--- src/rtl/rambus_stream_pkg.sv ---
// Shared types and constants for the rambus stream reader.
package rambus_stream_pkg;

  localparam int unsigned DEFAULT_ADDR_WIDTH = 8;
  localparam int unsigned DEFAULT_FIFO_DEPTH = 4;
  localparam int unsigned WB_ADR_WIDTH       = 10;
  localparam int unsigned WB_DATA_WIDTH      = 32;
  localparam int unsigned WDOG_WIDTH         = 8;
  localparam int unsigned TIMEOUT_LIMIT      = 255;
  localparam logic [3:0]  SEL_ALL            = 4'hF;

  typedef enum logic [1:0] {
    ST_IDLE  = 2'd0,
    ST_REQ   = 2'd1,
    ST_GAP   = 2'd2,
    ST_DRAIN = 2'd3
  } state_e;

endpackage

--- src/rtl/stream_fifo.sv ---
// Synchronous FIFO with single-cycle flush, full/empty flags and occupancy count.
module stream_fifo #(
  parameter int unsigned WIDTH = 32,
  parameter int unsigned DEPTH = 4
) (
  input  logic                    clk,
  input  logic                    rst_n,
  input  logic                    flush,
  input  logic                    push,
  input  logic [WIDTH-1:0]        push_data,
  input  logic                    pop,
  output logic [WIDTH-1:0]        pop_data,
  output logic                    full,
  output logic                    empty,
  output logic [$clog2(DEPTH):0]  count
);

  localparam int unsigned PTR_W = $clog2(DEPTH);
  localparam int unsigned CNT_W = PTR_W + 1;

  logic [WIDTH-1:0] mem_q [DEPTH];
  logic [PTR_W-1:0] wr_ptr_q;
  logic [PTR_W-1:0] rd_ptr_q;
  logic [CNT_W-1:0] count_q;
  logic [CNT_W-1:0] count_d;
  logic             full_q;
  logic             empty_q;
  logic             do_push;
  logic             do_pop;

  // Qualified push/pop and the occupancy they produce
  always_comb begin
    do_push = push && !full_q;
    do_pop  = pop && !empty_q;
    count_d = count_q;
    if (do_push && !do_pop) begin
      count_d = count_q + CNT_W'(1);
    end else if (!do_push && do_pop) begin
      count_d = count_q - CNT_W'(1);
    end
  end

  // Pointers and flags; flush overrides any push/pop in the same cycle
  always_ff @(posedge clk or negedge rst_n) begin
    if (!rst_n) begin
      wr_ptr_q <= '0;
      rd_ptr_q <= '0;
      count_q  <= '0;
      full_q   <= 1'b0;
      empty_q  <= 1'b1;
    end else if (flush) begin
      wr_ptr_q <= '0;
      rd_ptr_q <= '0;
      count_q  <= '0;
      full_q   <= 1'b0;
      empty_q  <= 1'b1;
    end else begin
      if (do_push) wr_ptr_q <= wr_ptr_q + PTR_W'(1);
      if (do_pop)  rd_ptr_q <= rd_ptr_q + PTR_W'(1);
      count_q <= count_d;
      full_q  <= (count_d == CNT_W'(DEPTH));
      empty_q <= (count_d == '0);
    end
  end

  // Data storage; contents are don't-care while empty so no reset
  always_ff @(posedge clk) begin
    if (do_push && !flush) mem_q[wr_ptr_q] <= push_data;
  end

  assign pop_data = mem_q[rd_ptr_q];
  assign full     = full_q;
  assign empty    = empty_q;
  assign count    = count_q;

endmodule

--- src/rtl/rambus_stream_reader.sv ---
// Wishbone read master that streams a run of consecutive RAM words through a FIFO.
// Optional bus watchdog: define RAMBUS_STREAM_TIMEOUT_EN.
module rambus_stream_reader
  import rambus_stream_pkg::*;
#(
  parameter int unsigned ADDR_WIDTH = DEFAULT_ADDR_WIDTH,
  parameter int unsigned FIFO_DEPTH = DEFAULT_FIFO_DEPTH
) (
  input  logic                     wb_clk_i,
  input  logic                     wb_rst_ni,
  input  logic                     start_i,
  input  logic                     stop_i,
  input  logic [ADDR_WIDTH-1:0]    base_addr_i,
  input  logic [ADDR_WIDTH:0]      length_i,
  input  logic                     loop_i,
  output logic                     busy_o,
  output logic                     done_o,
  output logic                     error_o,
  output logic                     rambus_wb_clk_o,
  output logic                     rambus_wb_rst_o,
  output logic                     rambus_wb_cyc_o,
  output logic                     rambus_wb_stb_o,
  output logic                     rambus_wb_we_o,
  output logic [3:0]               rambus_wb_sel_o,
  output logic [WB_DATA_WIDTH-1:0] rambus_wb_dat_o,
  output logic [WB_ADR_WIDTH-1:0]  rambus_wb_adr_o,
  input  logic                     rambus_wb_ack_i,
  input  logic [WB_DATA_WIDTH-1:0] rambus_wb_dat_i,
  output logic [WB_DATA_WIDTH-1:0] m_data_o,
  output logic                     m_valid_o,
  input  logic                     m_ready_i
);

  localparam int unsigned LEN_W = ADDR_WIDTH + 1;
  localparam int unsigned CNT_W = $clog2(FIFO_DEPTH) + 1;

  state_e                state_q, state_d;
  logic [ADDR_WIDTH-1:0] addr_q, addr_d;
  logic [LEN_W-1:0]      rem_q, rem_d;
  logic [ADDR_WIDTH-1:0] base_q, base_d;
  logic [LEN_W-1:0]      len_q, len_d;
  logic                  loop_q, loop_d;
  logic                  cyc_q, cyc_d;
  logic                  busy_q, busy_d;
  logic                  done_q, done_d;
  logic                  abort_q, abort_d;

  logic                  fifo_push;
  logic                  fifo_pop;
  logic                  fifo_flush;
  logic                  fifo_full;
  logic                  fifo_empty;
  logic [CNT_W-1:0]      fifo_count;

`ifdef RAMBUS_STREAM_TIMEOUT_EN
  logic [WDOG_WIDTH-1:0] wdog_q, wdog_d;
  logic                  error_q, error_d;
`endif

  // Output FIFO between bus reads and the stream port
  stream_fifo #(
    .WIDTH (WB_DATA_WIDTH),
    .DEPTH (FIFO_DEPTH)
  ) u_fifo (
    .clk       (wb_clk_i),
    .rst_n     (wb_rst_ni),
    .flush     (fifo_flush),
    .push      (fifo_push),
    .push_data (rambus_wb_dat_i),
    .pop       (fifo_pop),
    .pop_data  (m_data_o),
    .full      (fifo_full),
    .empty     (fifo_empty),
    .count     (fifo_count)
  );

  assign fifo_pop  = !fifo_empty && m_ready_i;
  assign m_valid_o = !fifo_empty;

  // State and registered bus/status outputs
  always_ff @(posedge wb_clk_i or negedge wb_rst_ni) begin
    if (!wb_rst_ni) begin
      state_q <= ST_IDLE;
      addr_q  <= '0;
      rem_q   <= '0;
      base_q  <= '0;
      len_q   <= '0;
      loop_q  <= 1'b0;
      cyc_q   <= 1'b0;
      busy_q  <= 1'b0;
      done_q  <= 1'b0;
      abort_q <= 1'b0;
`ifdef RAMBUS_STREAM_TIMEOUT_EN
      wdog_q  <= '0;
      error_q <= 1'b0;
`endif
    end else begin
      state_q <= state_d;
      addr_q  <= addr_d;
      rem_q   <= rem_d;
      base_q  <= base_d;
      len_q   <= len_d;
      loop_q  <= loop_d;
      cyc_q   <= cyc_d;
      busy_q  <= busy_d;
      done_q  <= done_d;
      abort_q <= abort_d;
`ifdef RAMBUS_STREAM_TIMEOUT_EN
      wdog_q  <= wdog_d;
      error_q <= error_d;
`endif
    end
  end

  // Next-state: one outstanding read, one idle bus cycle after each ack
  always_comb begin
    state_d    = state_q;
    addr_d     = addr_q;
    rem_d      = rem_q;
    base_d     = base_q;
    len_d      = len_q;
    loop_d     = loop_q;
    cyc_d      = cyc_q;
    busy_d     = busy_q;
    abort_d    = abort_q;
    done_d     = 1'b0;
    fifo_push  = 1'b0;
    fifo_flush = 1'b0;
`ifdef RAMBUS_STREAM_TIMEOUT_EN
    error_d = error_q;
    wdog_d  = (state_q == ST_REQ && cyc_q && !rambus_wb_ack_i) ?
              wdog_q + WDOG_WIDTH'(1) : '0;
`endif

    case (state_q)
      ST_IDLE: begin
        if (start_i) begin
`ifdef RAMBUS_STREAM_TIMEOUT_EN
          error_d = 1'b0;
`endif
          base_d = base_addr_i;
          len_d  = length_i;
          loop_d = loop_i;
          if (length_i == '0) begin
            done_d = 1'b1;
          end else begin
            state_d = ST_REQ;
            addr_d  = base_addr_i;
            rem_d   = length_i;
            cyc_d   = !fifo_full;
            busy_d  = 1'b1;
          end
        end
      end

      ST_REQ: begin
        if (cyc_q) begin
          if (rambus_wb_ack_i) begin
            cyc_d = 1'b0;
            if (stop_i || abort_q) begin
              fifo_flush = 1'b1;
              abort_d    = 1'b0;
              busy_d     = 1'b0;
              state_d    = ST_IDLE;
            end else begin
              fifo_push = 1'b1;
              addr_d    = addr_q + ADDR_WIDTH'(1);
              rem_d     = rem_q - LEN_W'(1);
              state_d   = ST_GAP;
            end
          end
`ifdef RAMBUS_STREAM_TIMEOUT_EN
          else if (wdog_q == WDOG_WIDTH'(TIMEOUT_LIMIT - 1)) begin
            cyc_d      = 1'b0;
            error_d    = 1'b1;
            fifo_flush = 1'b1;
            abort_d    = 1'b0;
            busy_d     = 1'b0;
            state_d    = ST_IDLE;
          end
`endif
          else if (stop_i) begin
            abort_d    = 1'b1;
            fifo_flush = 1'b1;
          end
        end else if (stop_i) begin
          fifo_flush = 1'b1;
          busy_d     = 1'b0;
          state_d    = ST_IDLE;
        end else if (!fifo_full) begin
          cyc_d = 1'b1;
        end
      end

      ST_GAP: begin
        if (stop_i) begin
          fifo_flush = 1'b1;
          busy_d     = 1'b0;
          state_d    = ST_IDLE;
        end else if (rem_q != '0) begin
          state_d = ST_REQ;
          cyc_d   = !fifo_full;
        end else if (loop_q) begin
          addr_d  = base_q;
          rem_d   = len_q;
          state_d = ST_REQ;
          cyc_d   = !fifo_full;
        end else begin
          state_d = ST_DRAIN;
        end
      end

      ST_DRAIN: begin
        if (stop_i) begin
          fifo_flush = 1'b1;
          busy_d     = 1'b0;
          state_d    = ST_IDLE;
        end else if (fifo_count == '0) begin
          done_d  = 1'b1;
          busy_d  = 1'b0;
          state_d = ST_IDLE;
        end
      end

      default: begin
        state_d = ST_IDLE;
        cyc_d   = 1'b0;
        busy_d  = 1'b0;
      end
    endcase
  end

  assign busy_o          = busy_q;
  assign done_o          = done_q;
`ifdef RAMBUS_STREAM_TIMEOUT_EN
  assign error_o         = error_q;
`else
  assign error_o         = 1'b0;
`endif
  assign rambus_wb_clk_o = wb_clk_i;
  assign rambus_wb_rst_o = ~wb_rst_ni;
  assign rambus_wb_cyc_o = cyc_q;
  assign rambus_wb_stb_o = cyc_q;
  assign rambus_wb_we_o  = 1'b0;
  assign rambus_wb_sel_o = SEL_ALL;
  assign rambus_wb_dat_o = '0;
  assign rambus_wb_adr_o = WB_ADR_WIDTH'({addr_q, 2'b00});

endmodule
--- config.mk ---
export PLATFORM = sky130hd
export DESIGN_NAME = rambus_stream_reader
export DESIGN_NICKNAME = d
export VERILOG_FILES = /design/src/rtl/rambus_stream_pkg.sv /design/src/rtl/stream_fifo.sv /design/src/rtl/rambus_stream_reader.sv
export SDC_FILE = /design/constraint.sdc
export NUM_CORES = 1
export LEC_CHECK = 0
export CAP_MARGIN = 20
export CORE_UTILIZATION = 45
export DETAILED_ROUTE_END_ITERATION = 6
export PLACE_DENSITY = 0.72
export SYNTH_ARGS = -nofsm -noshare
export SYNTH_HDL_FRONTEND = slang
export SYNTH_SLANG_ARGS = --single-unit
--- constraint.sdc ---
create_clock -name wb_clk_i -period 5.7 [get_ports wb_clk_i]
set_clock_uncertainty 0.1 [all_clocks]
set_input_delay 0.855 -clock wb_clk_i [delete_from_list [all_inputs] [get_ports wb_clk_i]]
set_output_delay 0.855 -clock wb_clk_i [all_outputs]
set_load 0.02 [all_outputs]
==> summary.md, run 1 <==
| Metric | Value |
|---|---|
| Grt total ovfl | 0 |
| Initial Utilization | 45.8% |
| Area share of the leading cell type in the synthesized netlist | 48.7% |
| Dpl hpwl | 9730 microns |
| Post-synthesis adder-cell area fraction | 2.22% |
| P&R area growth vs syn | 21.7% |
| Synth Warn # | 0 |
| Slowest cell on crit path | clkdlybuf4s50_1 |
| Post-Syn Area per Cell | 14.9 sq um |
| Via density | 5.30 |
| # IOs | 143 |
| # hold bufs at CTS | 0 |
| Placed instance area | 8950 sq um |
| Reg2reg setup slack | 2.55 ns |
| Largest net degree at the start of global routing | 52 |
| Slew headroom | 27.6% |
| Leak | 3.52 nW |
| Total GRT Usage | 18.4% |
| Status | finished clean |
| Final core utilization | 55.8% |
| Core box area | 17200 sq um |
| CP Max Fanout | 2 |
| Post-CTS Setup Bufs | 0 |
| VDD IR-drop max | 305 uV |
| Non-Filler Instances | 868 |
| Setup WS post-layout | 1.13 ns |
| Ys flop type | edfxtp_1 |
| Endpoint class of the critical path | output pin |
| Ys async rst share | 28.1% |
| Design area | 9620 sq um |
| Initial DRT Pass Iterations | 4 |
| Critical path's largest stage delay | 0.52 ns |
| Full die area | 18100 sq um |
| Final Max Slew Viols | 0 |
| Row count | 48 |
| Fin Setup TNS | 0 ns |
| Die outline height | 134 microns |
| Placed cells | 832 |
| FF+latch count, synth | 178 |
| Antenna Nets Post-Route | 0 |
| Post-synth EDFFs | 128 |
| Crit Reg-Reg Endpoint | u_fifo.mem_q[2][9] |
| Synth Area in Simple Gates | 6.73% |
| Area of the multi-input gates | 2460 sq um |
| Distinct cells, synth | 58 |
| Die W | 134 microns |
| Actual slew at the worst max-slew pin | 1.09 ns |
| Worst path arrival time | 3.62 ns |
| Hold Fails Final Rpt | 0 |
| Detailed-route wire length per cell | 17.8 microns |
| Compound-gate portion of the synthesized area | 7.02% |
| Worst endpoint required time | 4.74 ns |
| Min-Delay Path Class | in -> async |
| Area leader, netlist | edfxtp_1 |
| Fraction of layout cells with a size suffix above 1 | 15.9% |
| # fillers | 1347 |
| Worst Setup SP | wb_clk_i |
| Clock slew at reported path FFs | 0.07 ns |
| Port bufs | 102 |
| Storage element area | 5100 sq um |
| Crit Path Class | clk -> out |
| Cell types with the highest counts after synthesis | edfxtp_1, dfrtp_1, buf_4 |
| Antenna Cells | 0 |
| Main combinational cell family by area after synthesis | multiplexers |
| CTS tree | built |
| Worst path most repeated cell | clkbuf_16 |
| Final wirelength | 15500 microns |
| RSZ-0062 raised after global routing | false |
| Worst-skew pair later-pin latency | 0.54 ns |
| R2R depth | 4 |
| Setup violators final | 0 |
| Placer Congestion | 0.752 |
| Syn Inst Count | 529 |
| First-pass GRT wire length | 24600 microns |
| Max-cap viol count | 0 |
| Xor and xnor area share after synthesis | 1.55% |
| Starting DRT DRC Count | 266 |
| Initial antenna violation count | 0 |
| Vias in the first global route | 4762 |
| Count leader, synth | edfxtp_1 |
| Worst setup SP type | clock port |
| Resized Gates After CTS | 0 |
| Area contributors post-synth | edfxtp_1, dfrtp_1, mux4_2, buf_4, mux2_2 |
| Nets@finish | 700 |
| Post-synthesis sequential area ratio | 64.5% |
| Place WS | 1.39 ns |
| Residual DRC | 0 |
| Via Count | 4604 |
| Mux contribution to synthesized area | 11.7% |
| PwrDens | 509 nW/um^2 |
| Reg-to-reg startpoint | state_q[1] |
| CP cell instances | clkbuf_16, clkbuf_16, clkdlybuf4s50_1 |
| Mapped Area | 7900 sq um |
[metal layers]
| metal | track usage [%] | vias up | routed length [microns] |
|---|---|---|---|
| met2 | 30.2 | 152 | 7730 |
| met4 | 9.80 | 0 | 390 |
| met5 | 0 | - | 0 |
| met1 | 22.5 | 2312 | 6480 |
| li1 | - | 2116 | - |
| met3 | 4.47 | 24 | 892 |
[cell type report]
| cell class | count | share of cell area (%) |
|---|---|---|
| Inverter | 19 | 0.742 |
| Tap cell | 225 | 2.93 |
| Clock inverter | 14 | 1.38 |
| Clock buffer | 22 | 5.35 |
| Timing Repair Buffer | 105 | 11.0 |
| Multi-Input combinational cell | 305 | 25.6 |
| Sequential cell | 178 | 53.0 |
[critical path, delay by kind of cell]
| kind | cells | cell delay [ns] |
|---|---|---|
| buffers and inverters | 3 | 0.77 |
[logic make-up after synthesis]
logic type | after synthesis
DFF | 178
and+or+nand+nor | 107
buffers and inverters | 84
AOI/OAI and AO/OA | 80
muxes | 50
adders and majority gates | 14
xor gates and xnor gates | 14
other | 2
[where the power goes]
group          switching [W]  total, W  leakage, nW  internal, W
logic               0.000996   0.00188         1.45     0.000888
registers           0.000172   0.00177         1.76      0.00160
clock network       0.000556   0.00124        0.313     0.000683
total                0.00172   0.00489         3.52      0.00317
[worst max path at each step]
stage / to / slack [ns] / cells past startpoint
3_3_place_gp: rambus_wb_clk_o / 1.39 / 1
2_1_floorplan: rambus_wb_clk_o / 1.76 / 1
3_5_place_dp: rambus_wb_clk_o / 1.39 / 1
4_1_cts: rambus_wb_clk_o / 1.12 / 3
5_1_grt: rambus_wb_clk_o / 1.12 / 3
6_report: rambus_wb_clk_o / 1.13 / 3
[metrics by stage]
| stage | hold WS [ns] | power, W |
|---|---|---|
| after detailed placement | 0.393 | 0.00368 |
| after global placement | 0.385 | 0.00362 |
| after floorplan | 0.362 | 0.00309 |
| final | 0.328 | 0.00489 |
| after CTS | 0.347 | 0.00490 |
| after global routing | 0.375 | 0.00516 |
[layout by cell type, fill, tap and decap left out, types with 2 or more instances in the layout]
cell             instances
nand2b_1                 5
inv_6                    6
and3_2                   4
buf_4                    3
nor2b_1                  3
clkbuf_16               20
nor2_1                  22
mux2_2                  18
xnor2_1                  5
o22ai_1                  3
edfxtp_1               128
ha_1                    14
conb_1                  40
inv_1                   19
nor3b_1                  2
a22oi_1                  8
a21oi_1                 10
and3_1                   2
a31oi_1                  3
a311oi_1                 3
dfrtp_1                 48
nand2_1                 42
nand3_1                 10
xor2_1                   9
nor4_1                   2
clkinvlp_4               2
clkdlybuf4s50_1        101
a21o_1                   5
inv_8                    5
o21ai_0                 23
mux4_2                  32
nor3_1                   2
a211oi_1                 4
or3_1                    2
o31ai_1                  7
nand3b_1                 2
[flip-flops by register name, summed over array words and instances (netlist names), 2 cells and up]
signal / count
u_fifo.rd_ptr_q: 2
addr_q: 8
u_fifo.wr_ptr_q: 2
len_q: 9
rem_q: 9
base_q: 8
u_fifo.count: 3
u_fifo.mem_q: 128
state_q: 2
No activity file was read; power rests on OpenSTA's default activity.
==> run 2, diff against run 1 <==
Clock period 5.7 ns to 4.7 ns, I/O delays scaled along.
==> run 2 against run 1 <==
Effect of this change: non-clock buffer count stayed put; global-route usage is 0.17 points lower; critical path depth stayed put; critical path type unchanged; largest cell class unchanged.
==> summary.md, run 2 (synthesized netlist as in run 1, its figures left out) <==
| Metric | Value |
|---|---|
| Largest delay contributor family on the critical path | buffers and inverters |
| Fraction of layout cells with a size suffix above 1 | 15.9% (unchanged) |
| CTS tree | built |
| Crit Path Class | clk -> out |
| CP cell instances | clkbuf_16, clkbuf_16, clkdlybuf4s50_1 |
| Nets@finish | 700 (unchanged) |
| Clock power frac | 26.5% (+1.2 points) |
| Wl on met1 | 6500 microns (+0.25%) |
| # hold bufs at CTS | 0 (unchanged) |
| Dpl hpwl | 9870 microns (+1.5%) |
| Hold Fails Final Rpt | 0 (unchanged) |
| Worst path most repeated cell | clkbuf_16 |
| CP Max Fanout | 2 (unchanged) |
| Die W | 134 microns (unchanged) |
| VDD IR-drop max | 334 uV (+9.4%) |
| Sw frac | 34.1% (-1.1 points) |
| Leak | 3.53 nW (+0.35%) |
| Vias in the first global route | 4613 (-3.1%) |
| Buf/Inv on CP | 3 (unchanged) |
| Antenna Cells | 0 (unchanged) |
| Residual DRC | 0 (unchanged) |
| Status | finished clean |
| Via Count | 4586 (-0.39%) |
| Combinational power share | 37.4% (-1.1 points) |
| Critical path's largest stage delay | 0.52 ns (about the same) |
| Sw Pwr | 0.00204 W (+18%) |
| Wire length on met2 | 7890 microns (+2.1%) |
| Final total power | 0.00597 W (+22%) |
| Antenna Nets Post-Route | 0 (unchanged) |
| Setup violators final | 0 (unchanged) |
| Largest net degree at the start of global routing | 51 (-1.9%) |
| Biggest regs | u_fifo.mem_q x128, len_q x9, rem_q x9 |
| Top reg by flops | u_fifo.mem_q |
| Total GRT Usage | 18.2% (-0.17 points) |
| # IOs | 143 (unchanged) |
| Slowest cell on crit path | clkdlybuf4s50_1 |
| Int Pwr | 0.00393 W (+24%) |
| Reg power frac | 36.1% (about the same) |
| PwrDens | 619 nW/um^2 (+22%) |
| Port bufs | 102 (unchanged) |
| Non-Filler Instances | 868 (unchanged) |
| Max-cap viol count | 0 (unchanged) |
| Initial antenna violation count | 0 (unchanged) |
| First-pass GRT wire length | 24300 microns (-1.5%) |
| Most common cell after layout, fill and taps aside | edfxtp_1 |
| Initial DRT Pass Iterations | 6 (+2) |
| Grt total ovfl | 0 (unchanged) |
| Min-Delay Path Class | in -> async |
| Commonest non-fill, non-tap cells in the layout | edfxtp_1, clkdlybuf4s50_1, dfrtp_1 |
| Die outline height | 134 microns (unchanged) |
| Placer Congestion | 0.753 (+0.20%) |
| P&R area growth vs syn | 22.1% |
| Full die area | 18100 sq um (unchanged) |
| Highest Signal Layer | met4 |
| Row count | 48 (unchanged) |
| Worst endpoint required time | 3.89 ns (-0.85 ns) |
| Initial Utilization | 45.8% (unchanged) |
| Detailed-route wire length per cell | 17.7 microns (-0.68%) |
| Core box area | 17200 sq um (unchanged) |
| Fin Setup TNS | 0 ns (unchanged) |
| Worst path arrival time | 3.12 ns (-0.50 ns) |
| Worst-skew pair later-pin latency | 0.54 ns (about the same) |
| Max FFs per register | 128 (unchanged) |
| Endpoint class of the critical path | output pin |
| WL met3 | 896 microns (+0.45%) |
| Resized Gates After CTS | 0 (unchanged) |
| Worst setup SP type | clock port |
| Via density | 5.28 (-0.39%) |
| Actual slew at the worst max-slew pin | 1.07 ns (-0.0132 ns) |
| Starting DRT DRC Count | 295 (+11%) |
| Final Max Slew Viols | 0 (unchanged) |
| Placed cells | 833 (+0.12%) |
| RSZ-0062 raised after global routing | false |
| Final wirelength | 15400 microns (-0.68%) |
| Clock slew at reported path FFs | 0.07 ns (about the same) |
| Slew headroom | 28.5% (+0.88 points) |
| Post-CTS Setup Bufs | 0 (unchanged) |
[run 2: cell count changes in the layout (fill, tap and decap cells not counted), sizes merged]
cell / previous run / this run
clkinv: 1 / 2
inv: 30 / 27
bufinv: 0 / 2
[run 2: layout make-up]
class	count	area, sq um
Fill cell	1349	7590
Clock buffer	22	514
Sequential cell	178	5100
Timing Repair Buffer	105	1050
Tap cell	225	282
Clock inverter	14	166
Multi-Input combinational cell	305	2460
Inverter	19	71.3
[run 2: metal layers]
layer  GRT usage (%)  up-vias
met1            22.0     2334
li1                -     2111
met2            30.1      138
met3            5.93        3
met4            7.55        0
met5               0        -
[run 2: worst paths after layout]
kind / start / end / slack [ns] / cells past startpoint
hold reg to reg: len_q[7] / len_q[7] / 0.41 / 1
min in group wb_clk_i: len_q[7] / len_q[7] / 0.41 / 1
hold / removal: wb_rst_ni / done_o / 0.23 / 2
setup reg to reg: state_q[1] / u_fifo.mem_q[0][29] / 1.67 / 4
max in group asynchronous: wb_rst_ni / u_fifo.rd_ptr_q[0] / 3.78 / 2
setup / recovery: wb_clk_i / rambus_wb_clk_o / 0.78 / 3
[run 2: power groups by stage]
stage	logic [W]	clock network [W]	registers [W]
after CTS	0.00225	0.00161	0.00216
final	0.00223	0.00158	0.00216
after detailed placement	0.00224	0.0000286	0.00219
after global routing	0.00243	0.00167	0.00219
after floorplan	0.00156	0.0000249	0.00216
after global placement	0.00210	0.0000286	0.00224
[run 2: per-stage QoR]
step	cell area [sq um]	hold slack (ns)	utilization [%]	setup slack [ns]
6_report	9640	0.234	55.9	0.777
4_1_cts	9640	0.254	55.9	0.768
5_1_grt	9640	0.283	55.9	0.766
3_5_place_dp	8970	0.393	52.0	1.04
3_3_place_gp	8950	0.383	51.9	1.04
2_1_floorplan	8040	0.309	-	1.41
[run 2: worst reg2reg max path: cells and delay by family, from the launching register on]
family	cells	cell delay [ns]
fa+ha+maj	1	0.81
buf+inv	1	0.11
flops	1	0.41
simple gates	2	1.19
==> run 3, diff against run 2 <==
Settings changed: PLACE_DENSITY 0.72 to 0.75.
Clock period 4.7 ns to 3.15 ns, I/O delays scaled along.
==> run 3 against run 2 <==
Effect of this change: core utilization up 0.55 points; power up 49%; sequential power up 49%; clock power up 43%; critical path type is now reg -> out; die area unchanged; via count up 0.87%; register-to-register slack worse by 0.91 ns; hold slack better by 0.18 ns; final cell count up 1.2%; sequential share of layout area down 0.52 points; count of clock-buffer cells in the layout unchanged; non-clock buffer count up 10.
==> summary.md, run 3 (synthesized netlist as in run 1, its figures left out) <==
| Metric | Value |
|---|---|
| Min-Delay Path Class | reg -> reg |
| Dpl hpwl | 10000 microns (+1.5%) |
| Full die area | 18100 sq um (unchanged) |
| Placer Congestion | 0.826 (+9.6%) |
| Critical path's largest stage delay | 0.60 ns (+0.08 ns) |
| Actual slew at the worst max-slew pin | 0.894 ns (-0.179 ns) |
| Core box area | 17200 sq um (unchanged) |
| Via density | 5.27 (-0.28%) |
| Biggest regs | u_fifo.mem_q x128, len_q x9, rem_q x9 |
| Antenna Cells | 0 (unchanged) |
| Detailed-route wire length per cell | 17.7 microns (-0.28%) |
| Largest net degree at the start of global routing | 51 (unchanged) |
| Hold Fails Final Rpt | 0 (unchanged) |
| Period utilization | 93.2% |
| Endpoint class of the critical path | output pin |
| Max FFs per register | 128 (unchanged) |
| Worst path arrival time | 2.36 ns (-0.76 ns) |
| Final wirelength | 15500 microns (+0.86%) |
| Starting DRT DRC Count | 287 (-2.7%) |
| # fillers | 1300 (-3.6%) |
| Initial antenna violation count | 0 (unchanged) |
| Initial DRT Pass Iterations | 4 (-2) |
| CTS tree | built |
| Placed instance area | 9070 sq um (+1.1%) |
| CP cell instances | buf_12, mux4_2, clkdlybuf4s50_1 |
| Wl on met1 | 6390 microns (-1.6%) |
| Worst setup SP type | flip-flop |
| First-pass GRT wire length | 24700 microns (+1.7%) |
| VDD IR-drop max | 521 uV (+56%) |
| Total GRT Usage | 18.3% (+0.16 points) |
| Highest Signal Layer | met4 |
| CP Max Fanout | 32 (+30) |
| Residual DRC | 0 (unchanged) |
| Commonest non-fill, non-tap cells in the layout | edfxtp_1, clkdlybuf4s50_1, dfrtp_1 |
| Design area | 9740 sq um (+0.99%) |
| Die outline height | 134 microns (unchanged) |
| Clock slew at reported path FFs | 0.07 ns (about the same) |
| Fin Setup TNS | 0 ns (unchanged) |
| Grt total ovfl | 0 (unchanged) |
| Worst-skew pair later-pin latency | 0.54 ns (about the same) |
| P&R area growth vs syn | 23.3% |
| Slew headroom | 40.3% (+12 points) |
| Post-CTS Setup Bufs | 0 (unchanged) |
| Most common cell after layout, fill and taps aside | edfxtp_1 |
| Crit Path Class | reg -> out |
| Fraction of layout cells with a size suffix above 1 | 16.4% (+0.52 points) |
| Resized Gates After CTS | 0 (unchanged) |
| Setup violators final | 0 (unchanged) |
| RSZ-0062 raised after global routing | false |
| Antenna Nets Post-Route | 0 (unchanged) |
| Die W | 134 microns (unchanged) |
| Final Max Slew Viols | 0 (unchanged) |
| Top reg by flops | u_fifo.mem_q |
| # IOs | 143 (unchanged) |
| WL met3 | 899 microns (+0.33%) |
| Slowest cell on crit path | clkdlybuf4s50_1 |
| Wire length on met2 | 8030 microns (+1.8%) |
| Status | finished clean |
| Max-cap viol count | 0 (unchanged) |
| Nets@finish | 710 (+1.4%) |
| PwrDens | 913 nW/um^2 (+47%) |
| Min Tclk post-route | 2.94 ns |
| Vias in the first global route | 4732 (+2.6%) |
| Row count | 48 (unchanged) |
| Via Count | 4626 (+0.87%) |
| Port bufs | 102 (unchanged) |
| Worst endpoint required time | 2.58 ns (-1.31 ns) |
| Leak | 3.59 nW (+1.6%) |
| Fmax | 340 MHz |
| Initial Utilization | 45.8% (unchanged) |
## run 3: changes by cell type in the layout (fill, tap and decap cells not counted), moves of 3 or more
| cell | delta |
|---|---|
| buf_4 | +6 |
| and3_2 | -4 |
| buf_12 | +3 |
| inv_8 | +3 |
| and3_1 | +4 |
## run 3: power by group
part	switching, W	total, W	internal (W)
registers	0.000313	0.00321	0.00289
clock network	0.00101	0.00226	0.00125
logic	0.00179	0.00341	0.00162
## run 3: worst max-delay path: cells and delay by family, from the launching register on
family	cells	cell delay (ns)
buf+inv	2	0.88
mux	1	0.54
flops	1	0.40
## run 3: metrics by stage
step	instances	utilization (%)	power (W)	hold WS (ns)	setup slack, ns
after detailed placement	842	52.6	0.00672	0.392	0.450
after CTS	878	56.5	0.00897	0.408	0.156
final	878	56.5	0.00889	0.410	0.213
after global placement	842	52.6	0.00659	0.377	0.494
after floorplan	567	-	0.00559	0.0769	0.658
after global routing	878	56.5	0.00939	0.420	0.0824
## run 3: per-layer routing
metal,track usage [%],up-vias
li1,-,2129
met1,21.4,2338
met2,31.9,142
met3,5.71,17
met4,6.55,0
met5,0,-
## run 3: repair_timing
| item | in CTS | in global routing |
|---|---|---|
| endpoints found under the setup margin | 0 | 0 |
| hold buffers | 1 | 0 |
| endpoints found under the hold margin | 49 | 0 |
## run 3: final timing paths
kind,start,end,slack (ns),cells after the start
setup / recovery,u_fifo.rd_ptr_q[0],m_data_o[31],0.21,3
hold reg to reg,base_q[0],base_q[0],0.41,1
max in group asynchronous,wb_rst_ni,u_fifo.rd_ptr_q[0],1.96,3
min in group asynchronous,wb_rst_ni,base_q[1],0.53,3
hold / removal,base_q[0],base_q[0],0.41,1
setup reg to reg,rem_q[0],addr_q[4],0.76,8
## run 3: layout make-up
cell class	instances	area, sq um	area share, %
repair buffers	115	1160	12.0
clock inverters	14	151	1.55
multi-input cells	305	2460	25.2
flip-flops and latches	178	5100	52.4
well taps	225	282	2.89
clock buffers	22	514	5.28
inverters	19	71.3	0.732
